--- config.mk ---
export PLATFORM = sky130hd
export DESIGN_NAME = wb_cpu_arbiter
export DESIGN_NICKNAME = d
export VERILOG_FILES = /design/src/rtl/wb_cpu_arbiter.sv
export SDC_FILE = /design/constraint.sdc
export NUM_CORES = 1
export LEC_CHECK = 0
export BUFFER_PORTS_ARGS = -buffer_cell sky130_fd_sc_hd__buf_2
export CORE_AREA = 3 3 139 141
export CTS_CLUSTER_SIZE = 8
export DETAILED_ROUTE_END_ITERATION = 16
export DIE_AREA = 0 0 142 144
export GPL_ROUTABILITY_DRIVEN = 1
export HOLD_SLACK_MARGIN = 0.05
export SKIP_LAST_GASP = 1
export SLEW_MARGIN = 5
export SYNTH_ARGS = -nofsm -noshare
export SYNTH_HDL_FRONTEND = slang
export SYNTH_SLANG_ARGS = --single-unit
--- constraint.sdc ---
create_clock -name clk -period 3.5 [get_ports clk]
set_input_delay 0.175 -clock clk [delete_from_list [all_inputs] [get_ports clk]]
set_output_delay 0.175 -clock clk [all_outputs]
set_load 0.005 [all_outputs]
--- src/rtl/wb_cpu_arbiter.sv ---
`default_nettype none
// ============================================================================
// Module  : wb_cpu_arbiter
// Brief   : Multi-channel Wishbone classic master arbiter with bus lock and
//           bus-cycle timeout.
// Rev     : 1.0
// ============================================================================

module wb_cpu_arbiter #(
  parameter int CH_NUM   = 3,
  parameter int ARB_MODE = 1,
  parameter int TIMEOUT  = 255
) (
  input  logic                 clk,
  input  logic                 rst_n,
  input  logic [CH_NUM-1:0]    ch_req,
  input  logic [CH_NUM*30-1:0] ch_addr,
  input  logic [CH_NUM*4-1:0]  ch_sel,
  input  logic [CH_NUM-1:0]    ch_we,
  input  logic [CH_NUM*32-1:0] ch_data_w,
  input  logic [CH_NUM-1:0]    ch_lock,
  output logic [CH_NUM-1:0]    ch_ack,
  output logic [CH_NUM-1:0]    ch_err,
  output logic [31:0]          ch_data_r,
  output logic [CH_NUM-1:0]    grant,
  output logic                 wbm_cyc_o,
  output logic                 wbm_stb_o,
  output logic                 wbm_we_o,
  output logic [29:0]          wbm_addr_o,
  output logic [2:0]           wbm_cti_o,
  output logic [1:0]           wbm_bte_o,
  output logic [3:0]           wbm_sel_o,
  output logic [31:0]          wbm_data_o,
  input  logic [31:0]          wbm_data_i,
  input  logic                 wbm_ack_i,
  input  logic                 wbm_err_i
);

  localparam int IW = (CH_NUM > 1) ? $clog2(CH_NUM) : 1;
  localparam int CW = (TIMEOUT > 1) ? $clog2(TIMEOUT + 1) : 1;
  localparam logic [CW-1:0] c_TO_LAST = CW'((TIMEOUT > 0) ? TIMEOUT - 1 : 0);

  localparam logic [1:0] c_IDLE   = 2'd0;
  localparam logic [1:0] c_BUS    = 2'd1;
  localparam logic [1:0] c_DONE   = 2'd2;
  localparam logic [1:0] c_LOCKED = 2'd3;

  logic [1:0]        state_q, state_d;
  logic [IW-1:0]     ptr_q, ptr_d, owner_q, owner_d;
  logic [CW-1:0]     cnt_q, cnt_d;
  logic [CH_NUM-1:0] grant_q, grant_d, ack_q, ack_d, err_q, err_d;
  logic [31:0]       rdata_q, rdata_d, wdat_q, wdat_d;
  logic              cyc_q, cyc_d, stb_q, stb_d, we_q, we_d;
  logic [29:0]       addr_q, addr_d;
  logic [3:0]        sel_q, sel_d;

  logic [29:0]       w_addr [CH_NUM];
  logic [3:0]        w_sel  [CH_NUM];
  logic [31:0]       w_dat  [CH_NUM];
  logic [IW-1:0]     w_win, w_src, w_ptr_nxt;
  logic              w_found, w_timeout;
  logic [CH_NUM-1:0] w_onehot;

  for (genvar i = 0; i < CH_NUM; i++) begin : g_unpack
    assign w_addr[i] = ch_addr[30*i +: 30];
    assign w_sel[i]  = ch_sel[4*i +: 4];
    assign w_dat[i]  = ch_data_w[32*i +: 32];
  end

  // Round-robin scans upward from the pointer with wrap; fixed priority scans from 0.
  always_comb begin
    int            idx;
    logic [IW-1:0] cand;
    w_win   = '0;
    w_found = 1'b0;
    idx     = 0;
    cand    = '0;
    for (int k = 0; k < CH_NUM; k++) begin
      idx = (ARB_MODE == 1) ? int'(ptr_q) + k : k;
      if (idx >= CH_NUM) idx = idx - CH_NUM;
      cand = idx[IW-1:0];
      if (!w_found && ch_req[cand]) begin
        w_found = 1'b1;
        w_win   = cand;
      end
    end
  end

  assign w_onehot  = {{(CH_NUM-1){1'b0}}, 1'b1} << w_win;
  assign w_src     = (state_q == c_IDLE) ? w_win : owner_q;
  assign w_ptr_nxt = (owner_q == IW'(CH_NUM - 1)) ? '0 : owner_q + 1'b1;
  assign w_timeout = (TIMEOUT != 0) && (cnt_q == c_TO_LAST);

  always_comb begin
    state_d = state_q;  ptr_d  = ptr_q;   owner_d = owner_q; cnt_d  = cnt_q;
    grant_d = grant_q;  ack_d  = '0;      err_d   = '0;      rdata_d = rdata_q;
    cyc_d   = cyc_q;    stb_d  = stb_q;   we_d    = we_q;    addr_d = addr_q;
    sel_d   = sel_q;    wdat_d = wdat_q;
    case (state_q)
      c_IDLE: begin
        if (w_found) begin
          owner_d = w_win;
          grant_d = w_onehot;
        end
      end
      c_BUS: begin
        cnt_d = cnt_q + 1'b1;
        if (wbm_err_i || w_timeout) begin
          stb_d   = 1'b0;
          err_d   = grant_q;
          state_d = c_DONE;
        end else if (wbm_ack_i) begin
          stb_d   = 1'b0;
          ack_d   = grant_q;
          rdata_d = wbm_data_i;
          state_d = c_DONE;
        end
      end
      c_DONE: begin
        if (ch_lock[owner_q] && !(|err_q)) begin
          state_d = c_LOCKED;
        end else begin
          cyc_d   = 1'b0;
          grant_d = '0;
          ptr_d   = w_ptr_nxt;
          state_d = c_IDLE;
        end
      end
      default: begin
        if (!ch_req[owner_q] && !ch_lock[owner_q]) begin
          cyc_d   = 1'b0;
          grant_d = '0;
          ptr_d   = w_ptr_nxt;
          state_d = c_IDLE;
        end
      end
    endcase
    // Shared launch path for a fresh grant and for a locked owner's follow-up request.
    if ((state_q == c_IDLE && w_found) || (state_q == c_LOCKED && ch_req[owner_q])) begin
      cyc_d   = 1'b1;
      stb_d   = 1'b1;
      cnt_d   = '0;
      we_d    = ch_we[w_src];
      addr_d  = w_addr[w_src];
      sel_d   = w_sel[w_src];
      wdat_d  = w_dat[w_src];
      state_d = c_BUS;
    end
  end

  always_ff @(posedge clk or negedge rst_n) begin
    if (!rst_n) begin
      state_q <= c_IDLE; ptr_q  <= '0; owner_q <= '0; cnt_q  <= '0;
      grant_q <= '0;     ack_q  <= '0; err_q   <= '0; rdata_q <= '0;
      cyc_q   <= 1'b0;   stb_q  <= 1'b0; we_q  <= 1'b0; addr_q <= '0;
      sel_q   <= '0;     wdat_q <= '0;
    end else begin
      state_q <= state_d; ptr_q  <= ptr_d;  owner_q <= owner_d; cnt_q  <= cnt_d;
      grant_q <= grant_d; ack_q  <= ack_d;  err_q   <= err_d;   rdata_q <= rdata_d;
      cyc_q   <= cyc_d;   stb_q  <= stb_d;  we_q    <= we_d;    addr_q <= addr_d;
      sel_q   <= sel_d;   wdat_q <= wdat_d;
    end
  end

  assign grant      = grant_q;
  assign ch_ack     = ack_q;
  assign ch_err     = err_q;
  assign ch_data_r  = rdata_q;
  assign wbm_cyc_o  = cyc_q;
  assign wbm_stb_o  = stb_q;
  assign wbm_we_o   = we_q;
  assign wbm_addr_o = addr_q;
  assign wbm_sel_o  = sel_q;
  assign wbm_data_o = wdat_q;
  assign wbm_cti_o  = 3'b000;
  assign wbm_bte_o  = 2'b00;

endmodule

`default_nettype wire

# Word level (Yosys, flattened, before mapping)
# Cells that the tools add are included.
dict set report op_classes {
  add_sub_neg 7
  mul 0
  n_div 0
  n_lt_le_gt_ge 9
  eq_ne 11
  shift 1
  mux 60
  bitwise_logic 4
  reduce_logical 29
}
# op n
set op_table {}
lappend op_table {{$bmux 32 s2} 1}
lappend op_table {{$mux 32} 2}
lappend op_table {{$bmux 30 s2} 1}
lappend op_table {{$mux 30} 2}
lappend op_table {{$mux 2} 15}
lappend op_table {{$mux 3} 8}
lappend op_table {{$mux 1} 16}
lappend op_table {{$mux 8} 2}
lappend op_table {{$lt 2x3->1 const B} 5}
lappend op_table {{$bmux 1 s2} 6}
lappend op_table {{$reduce_and 3->1} 4}
lappend op_table {{$pmux 3 s3} 1}
lappend op_table {{$reduce_bool 3->1} 3}
lappend op_table {{$add 8x1->8 const B} 1}
lappend op_table {{$bmux 4 s2} 1}
lappend op_table {{$eq 8x8->1 const B} 1}
lappend op_table {{$mux 4} 2}
lappend op_table {{$eq 2x2->1 const B} 3}
lappend op_table {{$ge 3x2->1 const B} 2}
lappend op_table {{$logic_and 1x1->1} 6}
lappend op_table {{$pmux 2 s3} 1}
lappend op_table {{$sub 2x2->2 const B} 3}
lappend op_table {{$logic_not 1->1} 5}
lappend op_table {{$ne 2x1->1 const B} 2}
lappend op_table {{22 further kinds} 28}
dict set report totals {
  ff_bits 124
  latchBits 0
  ramBits 0
  mem_bits_ro 0
  inputBits 243
  output_inout_bits 115
  wordCells 135
  mem_count 0
}

# Longest topological paths before layout
# Gate-level depths: netlist of the first run.
dict set report logic_depth {
  depth_word 16
  mapped_depth 11
  mapped_depth_nobuf 8
}

# Worst setup path after synthesis of the first run
# Ideal clock, no wire load.
dict set report synth_timing {
  kind {register to register}
  from {register ptr_q[0]}
  to {register addr_q[20], in the netlist wbm_addr_o[20]}
  setup_time_ns 0.130
  t_arrival_ns 2.206
  required_time_ns 3.370
  setup_slack_ns 1.164
  path_stages_with_launch 11
  path_buffers 2
  synth_period_minus_slack_ns 2.336
  cell_sequence {dfrtp_1 inv_1 ha_1 a22oi_1 o22ai_1 a2111oi_2 o22ai_2 buf_2 buf_6 mux2i_1 o21ai_0}
}
dict set report synth_via {
  elab_chain_len 16
  word_cells_on_any_way 34
  classes_between {add/sub: 5; order compare: 3; mux: 19; bitwise: 1; reduce/logical: 6}
}
# item line
set synth_lines {}
lappend synth_lines {{start, declared} 49} ;# logic [IW-1:0] ptr_q, ptr_d, owner_q, owner_d;
lappend synth_lines {{start signal, assigned} 158} ;# state_q <= state_d; ptr_q <= ptr_d; owner_q <= owner_d; cnt_q <= cnt_d;
lappend synth_lines {{parallel branches: the longest is 16 deep, another holds $add 2x1->3} --}
lappend synth_lines {{end signal, assigned} 160} ;# cyc_q <= cyc_d; stb_q <= stb_d; we_q <= we_d; addr_q <= addr_d;
lappend synth_lines {{end, declared} 54} ;# logic [29:0] addr_q, addr_d;
# Parallel ways; which one is timed is not known. The select of a mux whose other input is x is not followed.
# A chain may end at the register's enable or synchronous reset.

# Worst setup path in the final report of the first run
dict set report layout_timing {
  from {register ptr_q[0]}
  to {register addr_q[21], in the netlist wbm_addr_o[21]}
}
# Same word-level chain as after synthesis.

==> results.toml, run 1 <==
[route]
final_antenna_net_count = 0
drt_drc_violations_left = 0
detailedRoute.firstIterationViolations = 275
via_per_inst = 4.89
detailroute.via_count = 6092
first_pass_iters = 4
wl_per_cell_um = 17.5
route.final.wire_length_mm = 21.8

[floorplanning]
core_area_um2 = 18100
placement_rows = 49
start_util_pct = 33.6
floorplan.die.height_um = 144
die_area_um2 = 20400
dieWidth_um = 142
pin_count = 358

[power_and_ir_drop]
max_rail_drop_vdd_mv = 0.529
leakagePower_uw = 0.00511
power.density_nw_per_um2 = 888

[critical_path]
cp.required_ps = 3800
worst-setup-path-type = "flop to flop"
cp.arrival_ps = 3580
timing.critical_path.slowest_cell_delay_ps = 570
cp_cell_sequence = "inv_1, ha_1, a22oi_1, o22ai_2, a2111oi_4, o22ai_4, buf_6, buf_4, mux2i_1, o21ai_1, dlygate4sd3_1"
setup.worst_path.start_class = "flop"
timing.reg2reg.worst_path_depth = 11
cp_max_fo = 20
crit_path_end_kind = "flop"
cpMaxStageDelayCell = "dlygate4sd3_1"

[finish]
area_delta_synth_final_pct = 64.4
commonest_cells_after_routing_fill_and_taps_aside = "buf_2 (351), dlygate4sd3_1 (133), dfrtp_1 (124), mux2i_1 (71), a22oi_1 (68)"
num-nets-final = 1254
final_common_cell = "buf_2"
layout-drive-gt1-share_pct = 43.4
post_route_standard_cell_area_excluding_fillers_um2 = 9980
finish.utilization_pct = 55.2

[grt]
grt_use_total_pct = 20.9
grt_overflow = 0
via_count_of_the_first_global_routing_pass = 6323
grt_pass1_wl_mm = 33.5
grt_start_max_net_pins = 53
initial_antenna_violation_count = 2

[clock_network]
cts_setup_buffers = 0
numCtsBuffers = 17
clk_pin_slew_worst_paths_ps = 60
cts_tree = "yes"
insertion_delay_ps = 420
clock_path_buffers = 2
clock-root-buffer = "clkbuf_16"
h-tree-depth = 4
numClockSinks = 124

[sta]
count_of_final_max_slew_check_failures = 0
max-slew-margin-rel_pct = 51.3
finalWorstPathRequiredPeriod_ps = 3280
maxClockFrequency_mhz = 305
hold_viol = 0
setup_viol_count_final = 0
rsz0062_at_grt = "no"
skew_final_ps = 8.40
post_route_clock_period_utilization_pct = 93.6
final.hold.worst_slack_ps = 58.3
setup-tns-final_ps = 0
tightestPinTransition_ps = 730
final.setup.worst_slack_ps = 223

[logic_synthesis]
yosys_most_used_dff = "dfrtp_1"
synth_seq_area_share_pct = 51.1
synth-compound-area-share_pct = 18.0
synthAdderAreaFrac_pct = 1.85
synth_top_area_share_pct = 51.1
post_synth_instance_area_um2 = 6070
synth.area.mux_share_pct = 18.2
synth_top_family_by_area = "multiplexers"
synthXorXnorAreaFrac_pct = 1.01
synth_simple_gate_area_share_pct = 4.58
synthCells = 524
synth_top_cells_by_area = "dfrtp_1 (51%), mux2i_1 (12%), a22oi_1 (8.4%)"
netlist-cell-type-count = 49
synth.yosys.warnings = 0
post-synth-top-area-cell = "dfrtp_1"
synth_seq_cells = 124
ffs_w_async_s_r_synth_pct = 100
synthesized_area_divided_by_synthesized_cell_count_um2 = 11.6
synth_enable_flop_cells = 0

[worst_hold_path]
min_delay_path_depth = 3
hold_path_class = "primary input to flop"

[flow_run]
max_cap_viol_count = 0

[placement]
globalplace.congestion = 0.812
dp_worst_setup_slack_ps = 569
io_buffers = 352
dpl-instance-area_um2 = 8030
detailed_place_hpwl_mm = 15.3

[outcome]
outcome = "finished, final reports clean"
==> repair_timing <==
item                                   in CTS  in global routing
setup endpoints to repair                   0                 32
hold buffers                              133                  0
endpoints found under the hold margin     149                  0
resized for setup                           0                  6
==> layout make-up <==
cell class / instances / area, um^2
fillers: 1585 / 8100
clock buffers: 17 / 425
flip-flops and latches: 124 / 3100
multi-input cells: 347 / 2720
repair buffers: 498 / 3240
well taps: 229 / 287
diodes: 1 / 2.50
clock inverters: 15 / 153
inverters: 14 / 52.6
==> synth_stat cells, types with 5 or more instances <==
master    count
a22oi_1      68
and2_1        5
buf_2        19
buf_4         5
buf_6         7
clkbuf_1      9
dfrtp_1     124
ha_1          9
inv_1        14
mux2_2       35
mux2i_1      71
nand2_1      16
nor2_1       15
o21ai_0      59
o21ai_1      12
xor2_1        5
==> worst max-delay path, delay by kind of cell (launching register included) <==
kind	cells	cell delay [ps]
fa+ha+maj	1	350
mux	1	230
buf+inv	4	1260
flops	1	390
compound gates	5	890
==> cells by family (layout without fill, tap and decap cells) <==
group | count (synthesis) | count (layout)
mux | 106 | 106
buf+inv | 57 | 544
fa+ha+maj | 9 | 9
other cells | 1 | 6
flops | 124 | 124
xor+xnor | 7 | 7
simple gates | 55 | 55
compound gates | 165 | 165
==> report_power, final <==
group          leakage (uW)  total (uW)  internal (uW)  switching, uW
clock              0.000271        1740            999            736
sequential          0.00153        2480           2120            364
combinational       0.00330        4640           2370           2270
==> metrics by stage <==
step | std cells | total power [uW]
3_3_place_gp | 1079 | 6400
3_5_place_dp | 1079 | 6470
6_report | 1245 | 8860
2_1_floorplan | 528 | 4990
5_1_grt | 1245 | 9500
4_1_cts | 1244 | 8840
==> worst paths after layout <==
path	to	from	slack, ps
max	wbm_addr_o[21]$_DFFE_PN0N_	ptr_q[0]$_DFFE_PN0P_	220
min	wbm_data_o[31]$_DFFE_PN0N_	ch_data_w[63]	60
max reg2reg	wbm_addr_o[21]$_DFFE_PN0N_	ptr_q[0]$_DFFE_PN0P_	220
min reg2reg	wbm_stb_o$_DFFE_PN0P_	wbm_stb_o$_DFFE_PN0P_	480
max in group asynchronous	grant[0]$_DFFE_PN0P_	rst_n	2330
min in group asynchronous	ch_data_r[4]$_DFFE_PN0P_	rst_n	350
==> sequential cells by signal (all words and copies together), names as in the netlist <==
name / count
wbm_stb_o: 1
wbm_addr_o: 30
owner_q: 2
wbm_we_o: 1
wbm_cyc_o: 1
state_q: 2
ptr_q: 2
ch_ack: 3
ch_data_r: 32
wbm_sel_o: 4
ch_err: 3
wbm_data_o: 32
cnt_q: 8
grant: 3
==> per-layer routing <==
| layer | share of wire (%) | track usage (%) |
|---|---|---|
| met1 | 39 | 24.9 |
| met2 | 52 | 36.4 |
| met3 | 5.4 | 4.56 |
| met4 | 3.0 | 8.99 |
| met5 | 0.060 | 0 |
No activity file was read; power rests on OpenSTA's default activity.
==> run 2, diff against run 1 <==
CORE_AREA = 3 3 134 162   (was 3 3 139 141)
DIE_AREA = 0 0 137 165   (was 0 0 142 144)
==> run 2 against run 1 <==
Net effect: first-iteration DRC count shrank 5.8%; combinational power grew 1%; total power grew 2.9%; clock skew grew 5.8 ps; via count grew 1.9%; clock-buffer cell count is the same; critical path type unchanged.
==> results.toml, run 2 (same netlist as run 1, synthesis figures left out) <==
[outcome]
outcome = "finished, final reports clean"

[grt]
grt_overflow = 0
grt_pass1_wl_mm = 33.5
grt_start_max_net_pins = 68
via_count_of_the_first_global_routing_pass = 6378
groute.layer.met2.usage_pct = 33.4
global_route.usage.met3_pct = 4.97
grt_use_total_pct = 19.2
globalRoute.busiestLayer = "met2"
initial_antenna_violation_count = 0
grt_use_met1_pct = 22.7

[finish]
area_delta_synth_final_pct = 66.4
num-nets-final = 1259
final_common_cell = "buf_2"
layout-drive-gt1-share_pct = 43.0
finalNonFillerCells = 1285
commonest_cells_after_routing_fill_and_taps_aside = "buf_2 (351), dlygate4sd3_1 (139), dfrtp_1 (124), mux2i_1 (71), a22oi_1 (68)"
insertedDiodeCount = 0

[floorplanning]
placement_rows = 57
pin_count = 358
die_area_um2 = 22600
dieWidth_um = 137
core_area_um2 = 20300
start_util_pct = 30.0
floorplan.die.height_um = 165

[critical_path]
cp.arrival_ps = 3560
timing.critical_path.slowest_cell_delay_ps = 560
timing.rr.start = "ptr_q[0]$_DFFE_PN0P_"
cpMaxStageDelayCell = "dlygate4sd3_1"
ff2ff_setup_slack_ps = 240
cp_cell_sequence = "inv_1, ha_1, a22oi_1, o22ai_1, a2111oi_2, o22ai_4, buf_12, mux2i_1, o21ai_0, dlygate4sd3_1"
cp-endpoint = "wbm_sel_o[0]$_DFFE_PN0N_"
cp_max_fo = 67
worst-setup-path-type = "flop to flop"
setup.worst_path.start_class = "flop"
cp.required_ps = 3800
crit_path_start = "ptr_q[0]$_DFFE_PN0P_"
crit_path_end_kind = "flop"
timing.reg2reg.worst_path_depth = 10
crit-reg2reg-capture = "wbm_sel_o[0]$_DFFE_PN0N_"

[power_and_ir_drop]
power.density_nw_per_um2 = 902
leakagePower_uw = 0.00516
max_rail_drop_vdd_mv = 1.06

[route]
drt_drc_violations_left = 0
via_per_inst = 4.83
route.final.wire_length_mm = 22.6
wl_per_cell_um = 17.6
final_antenna_net_count = 0
detailroute.via_count = 6210
detailedRoute.firstIterationViolations = 259
first_pass_iters = 7

[sta]
post_route_clock_period_utilization_pct = 93.2
maxClockFrequency_mhz = 307
hold_viol = 0
max-slew-margin-rel_pct = 58.6
rsz0062_at_grt = "no"
final.hold.worst_slack_ps = 59.6
finalWorstPathRequiredPeriod_ps = 3260
setup-tns-final_ps = 0
setup_viol_count_final = 0
tightestPinTransition_ps = 621
skew_final_ps = 14.2
count_of_final_max_slew_check_failures = 0

[clock_network]
insertion_delay_ps = 420
clock-root-buffer = "clkbuf_16"
numCtsBuffers = 17
numClockSinks = 124
clock_path_buffers = 2
clk_pin_slew_worst_paths_ps = 60
cts_setup_buffers = 0
cts_tree = "yes"
h-tree-depth = 4

[placement]
detailed_place_hpwl_mm = 16.0
globalplace.congestion = 0.830
dp_cells = 1114
io_buffers = 352

[worst_hold_path]
hold_path_class = "primary input to flop"
min-delay-start = "ch_addr[12]"

[flow_run]
max_cap_viol_count = 0
-- run 2: power by group --
group | total [uW] | internal [uW] | switching [uW]
sequential | 2500 | 2120 | 384
combinational | 4700 | 2410 | 2290
clock | 1910 | 1210 | 704
-- run 2: per-layer routing --
layer | vias up | part of all wire [%]
met5 | - | 0
met4 | 0 | 2.3
met3 | 37 | 6.6
met2 | 263 | 53
met1 | 3008 | 38
li1 | 2902 | -
-- run 2: layout make-up --
class	instances	area, um^2
well taps	265	332
repair buffers	503	3280
multi-input cells	347	2700
clock inverters	15	211
flip-flops and latches	124	3100
clock buffers	17	425
inverters	14	52.6
fillers	1892	10200
-- run 2: timing repair --
item | CTS | global route
setup endpoints to repair | 0 | 25
hold buffers | 138 | 1
resized for setup | 0 | 3
hold endpoints to repair | 144 | 1
-- run 2: per-stage QoR --
| step | worst slack [ps] | cell area, um^2 | util [%] | power, uW |
|---|---|---|---|---|
| global route | 8.20 | 10100 | 49.9 | 9730 |
| global placement | 758 | 8060 | 39.8 | 6400 |
| CTS | 155 | 10100 | 49.7 | 9100 |
| detailed placement | 690 | 8060 | 39.8 | 6470 |
| finish | 238 | 10100 | 49.9 | 9110 |
| floorplan | 1160 | 6090 | - | 4990 |
-- run 2: critical path, delay by kind of cell (launching register included) --
kind / cells / cell delay, ps
compound gates: 5 / 1000
fa+ha+maj: 1 / 340
buf+inv: 3 / 1070
mux: 1 / 290
flops: 1 / 390
-- run 2: worst min path at each step --
stage	to	slack (ps)	cells after the start
5_1_grt	wbm_addr_o[18]$_DFFE_PN0N_	50	3
3_3_place_gp	wbm_data_o[23]$_DFFE_PN0N_	230	1
4_1_cts	wbm_addr_o[12]$_DFFE_PN0N_	50	3
6_report	wbm_addr_o[12]$_DFFE_PN0N_	60	3
3_5_place_dp	wbm_data_o[23]$_DFFE_PN0N_	240	1
2_1_floorplan	ch_ack[0]$_DFF_PN0_	-120	0
==> run 3, diff against run 2 <==
CORE_AREA = 2 2 133 161   (was 3 3 134 162)
DIE_AREA = 0 0 135 163   (was 0 0 137 165)
REMOVE_ABC_BUFFERS = 1   (was unset)
SLEW_MARGIN = 30   (was 5)
==> run 3 against run 2 <==
Net effect: worst hold slack lost 3.1 ps; setup slack improved by 4.4 ps; cell count rose by 1.6%; final area up 1.2%; non-clock buffer count increased by 16; largest power group unchanged.
==> results.toml, run 3 (same netlist as run 1, synthesis figures left out) <==
[clock_network]
numCtsBuffers = 17
cts_tree = "yes"
clock-root-buffer = "clkbuf_16"
clock_path_buffers = 2
h-tree-depth = 4
insertion_delay_ps = 420
clk_pin_slew_worst_paths_ps = 60
numClockSinks = 124

[power_and_ir_drop]
max_rail_drop_vdd_mv = 0.394
total_power_uw = 8640
power.density_nw_per_um2 = 845
leakagePower_uw = 0.00518

[finish]
area_delta_synth_final_pct = 68.4
insertedDiodeCount = 0
final_common_cell = "buf_2"
num-nets-final = 1275
commonest_cells_after_routing_fill_and_taps_aside = "buf_2 (351), dlygate4sd3_1 (146), dfrtp_1 (124), mux2i_1 (71), a22oi_1 (68)"
finish.utilization_pct = 49.6
layout-drive-gt1-share_pct = 43.2

[sta]
final.hold.worst_slack_ps = 56.4
count_of_final_max_slew_check_failures = 0
post_route_clock_period_utilization_pct = 93.1
max-slew-margin-rel_pct = 45.2
hold_viol = 0
finalWorstPathRequiredPeriod_ps = 3260
tightestPinTransition_ps = 822
setup_viol_count_final = 0
skew_final_ps = 11.3
maxClockFrequency_mhz = 307
rsz0062_at_grt = "no"

[grt]
grt_pass1_wl_mm = 34.7
initial_antenna_violation_count = 0
grt_overflow = 0
grt_start_max_net_pins = 89
grt_use_total_pct = 20.6
via_count_of_the_first_global_routing_pass = 6519

[route]
detailroute.via_count = 6252
via_per_inst = 4.79
detailedRoute.firstIterationViolations = 385
first_pass_iters = 6
wl_per_cell_um = 17.8
route.final.wire_length_mm = 23.2
drt_drc_violations_left = 0
final_antenna_net_count = 0

[critical_path]
cp_max_fo = 63
cp.required_ps = 3790
setup.worst_path.start_class = "flop"
worst-setup-path-type = "flop to flop"
cp.arrival_ps = 3550
crit_path_end_kind = "flop"

[placement]
globalplace.congestion = 0.855
io_buffers = 352
detailed_place_hpwl_mm = 15.8

[floorplanning]
pin_count = 358
core_area_um2 = 20600
floorplan.die.height_um = 163
start_util_pct = 29.5
die_area_um2 = 22000
dieWidth_um = 135
placement_rows = 58

[outcome]
outcome = "finished, final reports clean"

[worst_hold_path]
hold_path_class = "primary input to flop"

[flow_run]
max_cap_viol_count = 0
==> run 3: changes by cell type in the layout (fill, tap and decap cells not counted), sizes merged <==
cell	before	now
buf	364	373
dlygate4sd3	139	146
clkinvlp	1	5
clkinv	5	2
bufinv	4	2
clkbuf	17	18
==> run 3: per-stage QoR <==
step | instances | TNS (ps) | setup WS [ps] | cell area (um^2)
floorplan | 485 | -57600 | -862 | 5830
detailed placement | 1119 | 0 | 439 | 8070
finish | 1306 | 0 | 242 | 10200
CTS | 1297 | 0 | 77.0 | 10100
global placement | 1119 | 0 | 541 | 8070
global route | 1306 | 0 | 3.81 | 10200
==> run 3: path summary, 6_finish.rpt <==
kind	start	depth (start not counted)	end	slack [ps]
max	ptr_q[0]$_DFFE_PN0P_	9	wbm_data_o[15]$_DFFE_PN0N_	240
min	ch_data_w[58]	3	wbm_data_o[26]$_DFFE_PN0N_	60
max reg2reg	ptr_q[0]$_DFFE_PN0P_	9	wbm_data_o[15]$_DFFE_PN0N_	240
min reg2reg	wbm_cyc_o$_DFFE_PN0P_	2	wbm_cyc_o$_DFFE_PN0P_	470
max in group asynchronous	rst_n	3	wbm_addr_o[29]$_DFFE_PN0N_	2280
min in group asynchronous	rst_n	2	ch_data_r[28]$_DFFE_PN0P_	410
==> run 3: per-layer routing <==
| layer | wire (um) | vias up | GRT usage (%) |
|---|---|---|---|
| met4 | 1040 | 0 | 10.9 |
| met2 | 12000 | 283 | 34.9 |
| met3 | 1350 | 70 | 4.70 |
| met5 | 0 | - | 0 |
| li1 | - | 2920 | - |
| met1 | 8850 | 2979 | 24.3 |
==> run 3: repair_timing <==
action / 4_1_cts / 5_1_grt
buffers inserted: 0 / 9
hold buffers: 146 / 0
endpoints found under the hold margin: 185 / 0
endpoints found under the setup margin: 0 / 5
resized for setup: 0 / 5
==> run 3: final cells by class <==
class,count,area [um^2]
fill,1870,10400
timing repair buffer,519,3440
sequential,124,3100
multi-input combinational,347,2700
clock buffer,18,439
tap,270,338
clock inverter,14,158
inverter,14,52.6
==> run 3: power by group <==
group | internal, uW | leakage (uW) | switching, uW
combinational | 2110 | 0.00337 | 2230
sequential | 2120 | 0.00153 | 388
clock | 1080 | 0.000278 | 711
total | 5310 | 0.00518 | 3330
==> run 3: critical path, cell delays in order (launching register included) <==
cell	delay, ps
dfrtp_1	370
inv_1	70
ha_1	390
a22oi_1	190
o22ai_1	200
or4_4	560
nand4_1	310
buf_12	290
o21ai_0	130
dlygate4sd3_1	570
